$ cat src/rtl/llc_pipe_fifo_pkg.sv
// Shared types and per-boundary sizing for the LLC pipeline queues.
// Packet layouts travel between decode, local mem, lookup and process.
package llc_pipe_fifo_pkg;

    localparam int LLC_FIFO_MEM_DEPTH    = 4;
    localparam int LLC_FIFO_LOOKUP_DEPTH = 3;
    localparam int LLC_FIFO_PROC_DEPTH   = 2;
    localparam int LLC_FIFO_AFULL_MARGIN = 1;

    typedef struct packed {
        logic [31:0] addr;
        logic [2:0]  op;
        logic [3:0]  id;
    } fifo_mem_packet;

    typedef struct packed {
        logic [31:0] addr;
        logic [2:0]  op;
        logic [3:0]  id;
        logic        mem_hit;
    } fifo_mem_lookup_packet;

    typedef struct packed {
        logic [31:0] addr;
        logic [3:0]  id;
        logic        hit;
        logic [3:0]  way;
    } fifo_look_proc_packet;

    // Threshold that leaves AFULL_MARGIN free slots, never below one entry.
    function automatic int afull_for(input int depth);
        return (depth > LLC_FIFO_AFULL_MARGIN) ?
               depth - LLC_FIFO_AFULL_MARGIN : 1;
    endfunction

endpackage

$ cat src/rtl/llc_pipe_fifo_ctrl.sv
// Queue control for llc_pipe_fifo: pointers, occupancy and sticky flags.
// Optional fall-through selected by LLC_PIPE_FIFO_BYPASS_EN.
module llc_pipe_fifo_ctrl
    import llc_pipe_fifo_pkg::*;
#(
    parameter int DEPTH        = 4,
    parameter int AFULL_THRESH = 3,
    parameter int PW           = 2,
    parameter int UW           = 3
) (
    input  logic          clk,
    input  logic          rst,
    input  logic          flush,
    input  logic          push,
    input  logic          pop,
    output logic [PW-1:0] wr_ptr,
    output logic [PW-1:0] rd_ptr,
    output logic          wr_en,
    output logic          bypass,
    output logic [UW-1:0] usage,
    output logic          full,
    output logic          empty,
    output logic          afull,
    output logic          overflow,
    output logic          underflow
);

    localparam logic [UW-1:0] DEPTH_U = UW'(DEPTH);
    localparam logic [UW-1:0] AFULL_U = UW'(AFULL_THRESH);
    localparam logic [PW-1:0] LAST    = PW'(DEPTH - 1);

    logic          push_ok;
    logic          pop_ok;
    logic [PW-1:0] wr_nxt;
    logic [PW-1:0] rd_nxt;
    logic [UW-1:0] usage_nxt;
    logic          ovf_nxt;
    logic          unf_nxt;

    function automatic logic [PW-1:0] wrap(input logic [PW-1:0] p);
        return (p == LAST) ? '0 : p + PW'(1);
    endfunction

    assign full  = (usage == DEPTH_U);
    assign empty = (usage == '0);
    assign afull = (usage >= AFULL_U);

`ifdef LLC_PIPE_FIFO_BYPASS_EN
    assign bypass = empty & push & pop & ~flush;
`else
    assign bypass = 1'b0;
`endif

    assign push_ok = push & ~full & ~bypass;
    assign pop_ok  = pop & ~empty;
    assign wr_en   = push_ok & ~flush;

    // Next pointers, occupancy and flags; flush wins over push and pop.
    always_comb begin
        wr_nxt    = wr_ptr;
        rd_nxt    = rd_ptr;
        usage_nxt = usage;
        ovf_nxt   = overflow;
        unf_nxt   = underflow;
        if (flush) begin
            wr_nxt    = '0;
            rd_nxt    = '0;
            usage_nxt = '0;
            ovf_nxt   = 1'b0;
            unf_nxt   = 1'b0;
        end else begin
            if (push_ok) wr_nxt = wrap(wr_ptr);
            if (pop_ok)  rd_nxt = wrap(rd_ptr);
            unique case (1'b1)
                push_ok & ~pop_ok: usage_nxt = usage + UW'(1);
                pop_ok & ~push_ok: usage_nxt = usage - UW'(1);
                default:           usage_nxt = usage;
            endcase
            if (push & full)            ovf_nxt = 1'b1;
            if (pop & empty & ~bypass)  unf_nxt = 1'b1;
        end
    end

    // Control state register with asynchronous clear.
    always_ff @(posedge clk or negedge rst) begin
        if (!rst) begin
            wr_ptr    <= '0;
            rd_ptr    <= '0;
            usage     <= '0;
            overflow  <= 1'b0;
            underflow <= 1'b0;
        end else begin
            wr_ptr    <= wr_nxt;
            rd_ptr    <= rd_nxt;
            usage     <= usage_nxt;
            overflow  <= ovf_nxt;
            underflow <= unf_nxt;
        end
    end

endmodule

$ cat src/rtl/llc_pipe_fifo.sv
// Parametrised inter-stage queue for the LLC pipeline.
// Define LLC_PIPE_FIFO_BYPASS_EN for empty-queue fall-through.
module llc_pipe_fifo
    import llc_pipe_fifo_pkg::*;
#(
    parameter int  DATA_WIDTH   = 32,
    parameter int  DEPTH        = 4,
    parameter int  AFULL_THRESH = DEPTH - 1,
    parameter type dtype        = logic [DATA_WIDTH-1:0],
    localparam int PW           = (DEPTH > 1) ? $clog2(DEPTH) : 1,
    localparam int UW           = $clog2(DEPTH + 1)
) (
    input  logic          clk,
    input  logic          rst,
    input  logic          flush,
    input  logic          push,
    input  dtype          data_in,
    input  logic          pop,
    output dtype          data_out,
    output logic          full,
    output logic          empty,
    output logic          afull,
    output logic [UW-1:0] usage,
    output logic          overflow,
    output logic          underflow
);

    if (DEPTH < 1 || AFULL_THRESH < 1 || AFULL_THRESH > DEPTH) begin : g_bad_cfg
        $fatal(1, "llc_pipe_fifo: bad DEPTH/AFULL_THRESH");
    end

    dtype          mem [DEPTH];
    logic [PW-1:0] wr_ptr;
    logic [PW-1:0] rd_ptr;
    logic          wr_en;
    logic          bypass;

    llc_pipe_fifo_ctrl #(
        .DEPTH        (DEPTH),
        .AFULL_THRESH (AFULL_THRESH),
        .PW           (PW),
        .UW           (UW)
    ) u_ctrl (
        .clk       (clk),
        .rst       (rst),
        .flush     (flush),
        .push      (push),
        .pop       (pop),
        .wr_ptr    (wr_ptr),
        .rd_ptr    (rd_ptr),
        .wr_en     (wr_en),
        .bypass    (bypass),
        .usage     (usage),
        .full      (full),
        .empty     (empty),
        .afull     (afull),
        .overflow  (overflow),
        .underflow (underflow)
    );

    // Payload storage; contents survive reset and are masked by empty.
    always_ff @(posedge clk) begin
        if (wr_en) mem[wr_ptr] <= data_in;
    end

    // Head selection: fall-through, stored head, or zero when empty.
    always_comb begin
        data_out = '0;
        if (bypass)      data_out = data_in;
        else if (!empty) data_out = mem[rd_ptr];
    end

endmodule

$ cat config.mk
export PLATFORM = sky130hd
export DESIGN_NAME = llc_pipe_fifo
export DESIGN_NICKNAME = d
export VERILOG_FILES = /design/src/rtl/llc_pipe_fifo_pkg.sv /design/src/rtl/llc_pipe_fifo_ctrl.sv /design/src/rtl/llc_pipe_fifo.sv
export SDC_FILE = /design/constraint.sdc
export NUM_CORES = 1
export LEC_CHECK = 0
export CORE_MARGIN = 3
export CORE_UTILIZATION = 45
export DETAILED_ROUTE_END_ITERATION = 8
export PLACE_DENSITY_LB_ADDON = 0.1
export SLEW_MARGIN = 0
export SYNTH_ARGS = -nofsm -noshare
export SYNTH_HDL_FRONTEND = slang
export SYNTH_SLANG_ARGS = --single-unit
$ cat constraint.sdc
create_clock -name clk -period 5.2 [get_ports clk]
set_input_delay 1.04 -clock clk [delete_from_list [all_inputs] [get_ports clk]]
set_output_delay 1.04 -clock clk [all_outputs]
set_load 0.005 [all_outputs]
==> metrics list <==
- Die width: about 120 um
* Critical path class: reg -> out
- The number of clock buffers added by TritonCTS is 17.
* Clock slew at reported path FFs: 50 ps
- STA puts the critical path data required time at approximately 4200 ps.
- Highest ir drop seen on vdd: 0.000255 V
* Std-Cell Core Area: 11,700 um^2
* Number of flip-flops and latches in the synthesized netlist: 137
* Total power: between 2 and 3 mW
- H-tree Lvls: 4
- Static Leak: 2.22 nW
- Summed over all layers, the global routing overflow is 0.
- In this run the clock root is driven by a clkbuf_16.
- The number of nets in the synthesized netlist is 319.
* Number of buffers between clock root and the deepest sink: 2
- Final critical-path setup slack: 1300 ps
- After the last flow step, the layout net total stands at 400.
- Transition time at the pin with the least slew margin: ~970 ps
- Commonest non-fill, non-tap cell in the layout: edfxtp_1
- Endpoint class of the critical path: output pin
- For this run, design rule violations remaining after detail routing come to 0.
* Synthesized cell area: ~5500 um^2
- Setup repair after global routing left no endpoint under its margin.
* Count of maximum capacitance violations: 0
- Clock latency on the worst-skew pair: just over 400 ps
- Total global-route track usage: 16.5%
* Kind of launch point of the worst setup path: flop
* Minimum period implied by the final worst setup slack: between 3000 and 4000 ps
- At the placement stage, the worst setup path has a slack of 1640 ps.
* Total number of clock tree sinks: between 100 and 150
- The tightest hold path in the finished design has a slack of 497 ps.
* Final Hold Violating Endpoints: 0
- Routability-driven placement finished with a final weighted congestion of 0.690.
- Number of violations reported at the end of detailed-routing iteration 0: 125
- Fraction of the cycle the final worst path needs: between 70 and 80%
- Effective utilization at floorplan: 47.1%
* Total wire length: 9980 um
- Routed vias/inst: 5.35
* Hold Crit Class: reg -> reg
- The share of the Yosys chip area taken by registers is 74.1%.
- The initialized floorplan defines 39 standard-cell rows.
- Setup total negative slack on the finished layout was measured at 0 ps.
* First-pass GRT wire length: 15,900 um
- Entering global routing, the biggest net connects 34 pins.
- Clock skew on the completed layout was measured at 7.91 ps.
- The number of antenna violations at the first check in global routing came to 0.
- Once detail routing completed, the nets flagged for antenna violations numbered 0.
* Library cells used by synthesis: 36
* Number of max-slew violations in the final report: 0
- Input and output buffers added on the ports amount to 76.
- Outcome: complete, no violations
- The die covers 13,600 um^2.
* Mean cell area of the mapped netlist: 19.8 um^2
* Post-cts repair resize count: 0
- Commonest cells after routing, fill and taps aside: edfxtp_1 (128), clkdlybuf4s50_1 (76), mux4_2 (32), nor2b_1 (32), clkbuf_16 (17)
* Die Ht: 116 um
- TritonCTS built the clock tree.
- During synthesis, Yosys emitted a total of 0 warnings.
- Core occupancy in the finished layout: 59.1%
- Peak fanout along the critical path: 23
- Dividing the detail-routed wire length by the instance count gives 19.5 um.
- Upper clock frequency limit: 256 MHz
* Overall via count from detail_route: 2,739
* Drt first pass iters: 4
- Share of layout cells above drive strength 1: 18.4%
- Once the clock tree was built, the setup fixing pass inserted 0 buffers.
* Count of final setup violators: 0
* CP arrival: roughly 2900 ps
- Gate count of the mapped netlist: ~280
- The number of global-route vias before repair came to 2,899.
- From synthesis to final layout, the design area changed by 25.6%.
- For this design the ratio of total power to cell area is roughly 400 nW/um^2.
- IO Count: 77
* HPWL after DPL: 5640 um
- The number of antenna diodes in the final layout is 0.
* CTS Hold Buffers Added: 0
- Worst slew margin relative to its limit: 35.7%
## metal layers
| layer | up-vias | track usage, % | routed length [um] |
|---|---|---|---|
| met5 | - | 0 | 0 |
| met4 | 0 | 6.96 | 182 |
| met3 | 15 | 5.91 | 460 |
| met2 | 69 | 25.1 | 4910 |
| met1 | 1391 | 21.6 | 4420 |
| li1 | 1264 | - | - |
## critical path, cell delays in order, from the launching register on
cell and delay (ps):
dfrtp_2 880, buf_4 400, mux4_2 540, nor2b_1 150, clkdlybuf4s50_1 480
## path summary, 6_finish.rpt
| check | cells past startpoint | slack (ps) | to | from |
|---|---|---|---|---|
| min | 2 | 500 | u_ctrl.underflow | u_ctrl.underflow |
| min in group asynchronous | 1 | 970 | u_ctrl.wr_ptr[0] | rst |
| max reg2reg | 7 | 2390 | u_ctrl.usage[2] | u_ctrl.usage[1] |
| max in group asynchronous | 1 | 3860 | u_ctrl.rd_ptr[0] | rst |
| min reg2reg | 2 | 500 | u_ctrl.underflow | u_ctrl.underflow |
| max | 4 | 1300 | data_out[27] | u_ctrl.rd_ptr[0] |
## power breakdown
part | switching [mW] | total (mW) | internal [mW]
Clock | 0.408 | 1.10 | 0.692
Combinational | 0.151 | 0.387 | 0.236
Sequential | 0.0462 | 1.29 | 1.25
## through the flow
stage                     instances  area (um^2)
after floorplan                 277         5490
after global placement          482         6350
after detailed placement        482         6350
after CTS                       512         6890
after global routing            512         6890
final                           512         6890
## sequential cells by signal, summed over array words and instances, names as in the netlist
name and count:
u_ctrl.usage 3, u_ctrl.underflow 1, u_ctrl.rd_ptr 2, u_ctrl.wr_ptr 2, u_ctrl.overflow 1, mem 128
## logic make-up (layout without fill, tap and decap cells)
logic type / after synthesis / after routing / share of synthesized area (%)
AO/OA/AOI/OAI: 19 / 19 / 2.28
XOR/XNOR: 3 / 3 / 0.479
adder cells (fa/ha/maj): 5 / 5 / 1.28
buffers and inverters: 21 / 113 / 2.26
flip-flops: 137 / 137 / 74.1
multiplexers: 32 / 32 / 13.1
AND/OR/NAND/NOR: 60 / 60 / 6.45
## layout make-up
| cell class | count | area, um^2 |
|---|---|---|
| Sequential cell | 137 | 4070 |
| Tap cell | 143 | 179 |
| Timing Repair Buffer | 78 | 776 |
| Clock buffer | 20 | 437 |
| Fill cell | 890 | 4770 |
| Multi-Input combinational cell | 119 | 1310 |
| Inverter | 5 | 18.8 |
| Clock inverter | 10 | 105 |
## Yosys cell counts (all sizes together)
master	number	area, um^2
o41ai	1	8.76
fa	1	20.0
dfrtp	9	225
nor3	2	15.0
o31ai	1	7.51
buf	12	90.1
edfxtp	128	3840
and2	5	31.3
nand3b	2	15.0
xor2	2	17.5
a21oi	4	20.0
nor3b	1	12.5
a311o	1	10.0
a211oi	1	7.51
o211ai	1	7.51
inv	5	18.8
nand3	2	10.0
mux4	32	721
nand2	3	11.3
nor2	10	37.5
o311ai	1	8.76
o2111ai	1	8.76
xnor2	1	8.76
and3b	1	8.76
a31oi	2	12.5
clkbuf	4	15.0
nor2b	32	200
or3	2	12.5
o21ai	5	25.0
a2111oi	1	8.76
ha	4	50.1
Power figures use the tool's default switching activity.
